`config.mk`:
```
export PLATFORM = sky130hd
export DESIGN_NAME = fifo
export DESIGN_NICKNAME = d
export VERILOG_FILES = /design/src/rtl/storage_pkg.sv /design/src/rtl/fifo_ptr.sv /design/src/rtl/fifo.sv
export SDC_FILE = /design/constraint.sdc
export NUM_CORES = 1
export LEC_CHECK = 0
export CAP_MARGIN = 0
export CELL_PAD_IN_SITES_DETAIL_PLACEMENT = 0
export CELL_PAD_IN_SITES_GLOBAL_PLACEMENT = 1
export CORE_MARGIN = 1
export CORE_UTILIZATION = 55
export CTS_BUF_LIST = sky130_fd_sc_hd__clkbuf_16
export DETAILED_ROUTE_END_ITERATION = 12
export GPL_TIMING_DRIVEN = 1
export PLACE_DENSITY_LB_ADDON = 0.1
export SYNTH_ARGS = -nofsm -noshare
export SYNTH_HDL_FRONTEND = slang
export SYNTH_SLANG_ARGS = --single-unit
```
`constraint.sdc`:
```
create_clock -name clk -period 4.1 [get_ports clk]
set_clock_uncertainty 0.05 [all_clocks]
set_input_delay 0.82 -clock clk [delete_from_list [all_inputs] [get_ports clk]]
set_output_delay 0.82 -clock clk [all_outputs]
set_load 0.01 [all_outputs]
```
`src/rtl/storage_pkg.sv`:
```
// Items shared by the FIFO and the LIFO stack: depth and count-width derivation
// from the pointer width, and the reset value used for data registers.
package storage_pkg;

  function automatic int unsigned depth_f(input int unsigned addr_width);
    return 32'd1 << addr_width;
  endfunction

  // One extra bit so the occupancy can represent a completely full store.
  function automatic int unsigned count_width_f(input int unsigned addr_width);
    return addr_width + 32'd1;
  endfunction

  localparam logic DATA_RST_BIT = 1'b0;

endpackage

```
`src/rtl/fifo_ptr.sv`:
```
// Wrapping ADDR_WIDTH-bit pointer with synchronous active-low reset and an
// advance enable; used for both the tail (write) and head (read) of the FIFO.
module fifo_ptr #(
  parameter int ADDR_WIDTH = 4
) (
  input  logic                  clk,
  input  logic                  reset,
  input  logic                  adv_i,
  output logic [ADDR_WIDTH-1:0] ptr_o
);

  logic [ADDR_WIDTH-1:0] ptr_q;
  logic [ADDR_WIDTH-1:0] ptr_d;

  // Natural overflow provides the modulo-DEPTH wrap.
  assign ptr_d = adv_i ? ptr_q + ADDR_WIDTH'(1) : ptr_q;

  always_ff @(posedge clk) begin
    if (!reset) begin
      ptr_q <= '0;
    end else begin
      ptr_q <= ptr_d;
    end
  end

  assign ptr_o = ptr_q;

endmodule

```
`src/rtl/fifo.sv`:
```
// Synchronous FIFO with registered status and a one-cycle registered read port.
// Define FIFO_ERROR_FLAGS_EN to add sticky overflow/underflow outputs.
module fifo
  import storage_pkg::*;
#(
  parameter int WIDTH      = 8,
  parameter int ADDR_WIDTH = 4
) (
  input  logic                  clk,
  input  logic                  reset,
  input  logic                  push,
  input  logic                  pop,
  input  logic [WIDTH-1:0]      data_in,
  output logic [WIDTH-1:0]      data_out,
  output logic                  data_valid,
  output logic                  full,
  output logic                  empty,
`ifdef FIFO_ERROR_FLAGS_EN
  output logic [ADDR_WIDTH:0]   count,
  output logic                  overflow,
  output logic                  underflow
`else
  output logic [ADDR_WIDTH:0]   count
`endif
);

  localparam int unsigned DEPTH = depth_f(ADDR_WIDTH);
  localparam int unsigned CW    = count_width_f(ADDR_WIDTH);
  localparam logic [CW-1:0] DEPTH_C = CW'(DEPTH);

  logic [WIDTH-1:0]      mem_q [DEPTH];
  logic [ADDR_WIDTH-1:0] wr_ptr;
  logic [ADDR_WIDTH-1:0] rd_ptr;
  logic [CW-1:0]         count_q, count_d;
  logic                  full_q, empty_q, valid_q;
  logic [WIDTH-1:0]      dout_q;
  logic                  push_ok, pop_ok;

  // A pop frees a slot in the same cycle, so a full FIFO can still take a push.
  assign push_ok = push & (~full_q | pop);
  assign pop_ok  = pop & ~empty_q;

  always_comb begin
    count_d = count_q;
    unique case ({push_ok, pop_ok})
      2'b10:   count_d = count_q + CW'(1);
      2'b01:   count_d = count_q - CW'(1);
      default: count_d = count_q;
    endcase
  end

  fifo_ptr #(.ADDR_WIDTH(ADDR_WIDTH)) u_wr_ptr (
    .clk   (clk),
    .reset (reset),
    .adv_i (push_ok),
    .ptr_o (wr_ptr)
  );

  fifo_ptr #(.ADDR_WIDTH(ADDR_WIDTH)) u_rd_ptr (
    .clk   (clk),
    .reset (reset),
    .adv_i (pop_ok),
    .ptr_o (rd_ptr)
  );

  // NOTE: the array has no reset; stale words are unreachable once the
  // pointers and count are cleared, and omitting it keeps it a plain RAM.
  always_ff @(posedge clk) begin
    if (reset && push_ok) begin
      mem_q[wr_ptr] <= data_in;
    end
  end

  // NOTE: non-blocking assignment makes the read below see the pre-edge array,
  // which gives read-before-write when push and pop hit the same slot at full.
  always_ff @(posedge clk) begin
    if (!reset) begin
      count_q <= '0;
      full_q  <= 1'b0;
      empty_q <= 1'b1;
      valid_q <= 1'b0;
      dout_q  <= {WIDTH{DATA_RST_BIT}};
    end else begin
      count_q <= count_d;
      full_q  <= (count_d == DEPTH_C);
      empty_q <= (count_d == '0);
      valid_q <= pop_ok;
      if (pop_ok) begin
        dout_q <= mem_q[rd_ptr];
      end
    end
  end

`ifdef FIFO_ERROR_FLAGS_EN
  logic overflow_q, underflow_q;

  always_ff @(posedge clk) begin
    if (!reset) begin
      overflow_q  <= 1'b0;
      underflow_q <= 1'b0;
    end else begin
      overflow_q  <= overflow_q | (push & full_q & ~pop);
      underflow_q <= underflow_q | (pop & empty_q);
    end
  end

  assign overflow  = overflow_q;
  assign underflow = underflow_q;
`endif

  assign data_out   = dout_q;
  assign data_valid = valid_q;
  assign full       = full_q;
  assign empty      = empty_q;
  assign count      = count_q;

endmodule

```
# [After elaboration in Yosys (flattened, before gate mapping)]
# Memory sizes are Yosys's and may differ from the RTL's. A register that Yosys moved wholly into a read port is not among the register bits.
# Index checks and enable logic that the tools add are counted.
# Widths: inputs -> output; s select.
[op_classes] add_sub_neg=4 multipliers=0 div_mod_pow=0 magnitude_cmp=0 n_eq_ne=3 n_shift=0 muxes=3 n_bitwise=5 reduce_logical=3
[op_table] cell="$pmux 5 s2" count=1
[op_table] cell="$add 4x1->4 const B" count=2
[op_table] cell="$add 5x1->5 const B" count=1
[op_table] cell="$eq 5x5->1 const B" count=1
[op_table] cell="$logic_not 5->1" count=1
[op_table] cell="$sub 5x1->5 const B" count=1
[op_table] cell="$and 1x1->1" count=2
[op_table] cell="$eq 2x1->1 const B" count=1
[op_table] cell="$eq 2x2->1 const B" count=1
[op_table] cell="$mux 1" count=2
[op_table] cell="$not 1->1" count=2
[op_table] cell="$logic_and 1x1->1" count=1
[op_table] cell="$logic_not 1->1" count=1
[op_table] cell="$or 1x1->1" count=1
[word_totals] register_bits=16 latch_bits=0 ramBits=128 mem_bits_ro=0 inputBits=12 output_inout_bits=16 mem_count=1
[mem_list] memory="mem_q" depth=16 word_bits=8 rd=1 rd_clocked_by_memory_dff=1 write_ports=1 line="fifo.sv:31" rtl="logic [WIDTH-1:0] mem_q [DEPTH];"

# [Longest topological paths before layout]
[logic_depth] depth_word=6 depth_mapped=10 depth_no_buf=9

# [Cells and area by module]
# From an unflattened synthesis, not the netlist that was laid out.
[unflattened] cells_unflattened=348 hier_area_um2=6005.8
[modules_own_cells] mod="fifo" instances=1 cells_per_inst=316 area_each_um2=5652.9 seq_area_each_um2=4164.0
[modules_own_cells] mod="fifo_ptr" instances=2 cells_per_inst=16 area_each_um2=176.4 seq_area_each_um2=80.1

# [Worst setup path after synthesis]
# OpenSTA, ideal clock, no wires.
[synth_path] path_kind="input -> register" startpoint="in pop" endpoint="reg full_q (netlist: full)" arrival_ns=2.639 t_required_ns=3.990 setup_slack_ns=1.351 stages=7 path_cell_list="nor2b_1 -> clkbuf_1 -> ha_1 -> mux2_2 -> o32ai_2 -> mux2i_1 -> and3_1"
[synth_via] elab_chain_len=5 word_cells_on_any_way=7
[synth_rtl] element="start: declaration" line="fifo.sv:12" rtl="input logic pop,"
[synth_rtl] element="$or 1x1->1" line="fifo.sv:40" rtl="assign push_ok = push & (~full_q | pop);"
[synth_rtl] element="$and 1x1->1" line="fifo.sv:40"
[synth_rtl] element="$eq 2x1->1 or $eq 2x2->1 (tied branches)" line="fifo.sv:45" rtl="unique case ({push_ok, pop_ok})"
[synth_rtl] element="$pmux 5 s2 *" line="fifo.sv:45"
[synth_rtl] element="$eq 5x5->1 *" line="fifo.sv:85" rtl="full_q <= (count_d == DEPTH_C);"
[synth_rtl] element="end signal: assignment" line="fifo.sv:85"
[synth_rtl] element="end: declaration" line="fifo.sv:35" rtl="logic full_q, empty_q, valid_q;"
# Mark *: on every way between the ends. The rest lies on a longest branch, timed or not.
# A chain may end at the register's enable or synchronous reset.

# [Worst setup path after layout]
# Same ends and word-level chain as after synthesis.

==> metrics.md <==
| Metric | Value |
|---|---|
| Asr flop ratio synth | 0% |
| First-pass GRT wire length | 18100 µm |
| CTS resizes | 0 |
| Post-DP HPWL | 7710 µm |
| Pwr Density | 512 mW/mm² |
| Initial antenna violation count | 0 |
| Final net count | 402 |
| Root buffer cell | clkbuf_16 |
| Final hold viol count | 0 |
| Clock latency on the worst-skew pair | 0.42 ns |
| Hold WC Path Type | flip-flop to flip-flop |
| Die Wd | 107 µm |
| Die ar. | 0.0114 mm² |
| Startpoint Class | primary input |
| N_diodes | 0 |
| Seq. cell area | 0.00433 mm² |
| Period minus WS final | 2.92 ns |
| Drc violations | 0 |
| Setup_tns | 0 ns |
| Max-cap violations | 0 |
| Slowest CP cell | clkdlybuf4s50_1 |
| VDD IR max | 360 µV |
| WL/cell | 22.1 µm |
| Row cnt | 37 |
| Setup Buffers After CTS | 0 |
| Boundary Pins | 28 |
| Yosys synthesis warning count | 0 |
| Post-synthesis cell area | 0.00605 mm² |
| First drt pass iteration count | 4 |
| CP arrival | 3.24 ns |
| Slew @ Worst Pin | 1.20 ns |
| Fill cell count | 699 |
| CTS H-tree depth | 4 |
| Port-buffer cells | 27 |
| Max incr delay on CP | 0.51 ns |
| Slew HR | 19.9% |
| RSZ-0062 raised after global routing | false |
| Final wirelength | 11800 µm |
| Status | finished, final reports clean |
| Placed cell area | 0.00645 mm² |
| Worst path required time | 4.41 ns |
| Fin. max-slew vios | 0 |
| Grt ovf | 0 |
| Most used DFF post-synth | edfxtp_1 |
| Share of the synthesized area in the top cell type | 63.5% |
| Clock buffer count from CTS | 17 |
| Layout cells sized above 1 | 18.2% |
| Critical path type | primary input to flip-flop |
| Vias in the first global route | 3095 |
| Dominant cells by area after synthesis | edfxtp_1 (64%), mux4_2 (12%), dfxtp_1 (7.9%) |
| Leakage | 2.28 nW |
| Final setup viols | 0 |
| Design Area, Final | 0.00701 mm² |
| Cts hold-fix bufs | 0 |
| Synth Register Bits | 152 |
| Yosys cell types | 36 |
| CP Cell Sequence | clkdlybuf4s50_1, nor3b_4, xor2_1, ha_1, nand3_1, mux2_2, o32ai_2, mux2i_1, and3_1 |
| Critical-path maximum fanout | 6 |
| Gr usage total | 22.7% |
| Number of synthesized flops with an enable pin | 128 |
| Via Count | 3119 |
| Clock sink count | 152 |
| DR iter-0 viols | 342 |
| Top cell type by total area after synthesis | edfxtp_1 |
| Cells after DPL | 500 |
| ANT nets after route | 0 |
| Mean Syn Cell Area | 17.3 µm² |
| Mapped Nets | 368 |
| Sequential cell area fraction in the yosys report | 71.4% |
| Overall Power | 0.00359 W |
| Multi-input gate area | 0.00161 mm² |
| Die Ht | 107 µm |
| Area of the core | 0.0105 mm² |
| Area Overhead vs Synth | 15.8% |
| Synth Instances | 349 |
| Fin crit share | 71.3% |
| Via-to-Cell Ratio | 5.86 |
| Final Wtd Congestion | 0.857 |
| Clock slew at reported path FFs | 0.06 ns |
| Largest net degree at the start of global routing | 25 |
| Post-Layout Cell Count | 532 |
| Crit. End Element | flip-flop |
| TritonCTS clock tree | done |
| Fmax | 0.342 GHz |
| Clk buf depth | 2 |
| Starting Density | 57.6% |
[through the flow]
step                hold WS (ns)  util, %  worst slack (ns)
finish                     0.407     66.7              1.18
global placement           0.395     61.3             0.854
detailed placement         0.403     61.3             0.772
CTS                        0.413     66.7              1.18
floorplan                  0.430        -              1.35
global route               0.427     66.7             0.989
[worst max-delay path, delay by kind of cell]
kind                     cells  cell delay, ns
AND/OR/NAND/NOR              3            0.63
multiplexers                 2            0.54
buffers and inverters        1            0.51
AO/OA/AOI/OAI                1            0.30
adder cells (fa/ha/maj)      1            0.24
XOR/XNOR                     1            0.20
[area by class of cell]
class / count / share of cell area [%]
tap: 136 / 2.43
timing repair buffer: 32 / 4.39
sequential: 152 / 61.7
multi-input combinational: 172 / 23.0
inverter: 8 / 0.428
clock buffer: 17 / 6.07
clock inverter: 15 / 1.96
[cell usage after synthesis (all sizes together) (3+ instances only)]
| cell | instances |
|---|---|
| inv | 7 |
| buf | 10 |
| nor2 | 18 |
| dfxtp | 24 |
| a22oi | 17 |
| mux2i | 5 |
| and2 | 17 |
| nand2 | 31 |
| nor2b | 3 |
| xor2 | 6 |
| ha | 7 |
| clkbuf | 7 |
| o21ai | 9 |
| nand4 | 3 |
| xnor2 | 5 |
| mux4 | 32 |
| edfxtp | 128 |
[cell usage in the layout (no fill, tap or decap), drive strengths merged, types with 3 or more instances in the layout]
cell             n
a22oi           17
edfxtp         128
ha               7
buf              5
and2            17
mux2i            5
mux4            32
nor2            18
nand4            3
clkinv           7
xnor2            5
inv             10
clkdlybuf4s50   27
nand2           31
o21ai            9
clkbuf          17
clkinvlp         4
dfxtp           24
xor2             6
nor2b            3
[report_power, final]
part / internal (W) / leakage (nW) / switching, W
clock network: 0.000884 / 0.273 / 0.000598
logic: 0.000178 / 0.662 / 0.000167
registers: 0.00171 / 1.35 / 0.0000530
[state kept, by name (all words and copies together) (netlist names)]
| name | count |
|---|---|
| mem_q | 128 |
| empty | 1 |
| u_rd_ptr.ptr_o | 4 |
| full | 1 |
| u_wr_ptr.ptr_o | 4 |
| count | 5 |
| data_out | 8 |
| data_valid | 1 |
[final timing paths]
| path | cells after the start | slack [ns] | end | from |
|---|---|---|---|---|
| setup / recovery | 9 | 1.18 | full | pop |
| hold / removal | 2 | 0.41 | data_out[1] | data_out[1] |
| setup reg to reg | 6 | 1.62 | data_out[3] | u_rd_ptr.ptr_o[1] |
| hold reg to reg | 2 | 0.41 | data_out[1] | data_out[1] |
[metal layers]
metal	wire [µm]	up-vias	global-route usage (%)
met5	0	-	0
li1	-	1417	-
met1	5410	1574	33.9
met3	697	14	5.78
met4	160	0	7.44
met2	5500	114	33.0
[logic make-up after synthesis]
logic type                 Yosys count  share of synthesized area [%]
xor gates and xnor gates            11                           1.59
muxes                               38                           12.9
DFF                                152                           71.4
and+or+nand+nor                     83                           6.74
buffers and inverters               25                           1.90
adders and majority gates            7                           1.45
AOI/OAI and AO/OA                   33                           3.95
No activity file was read; power rests on OpenSTA's default activity.
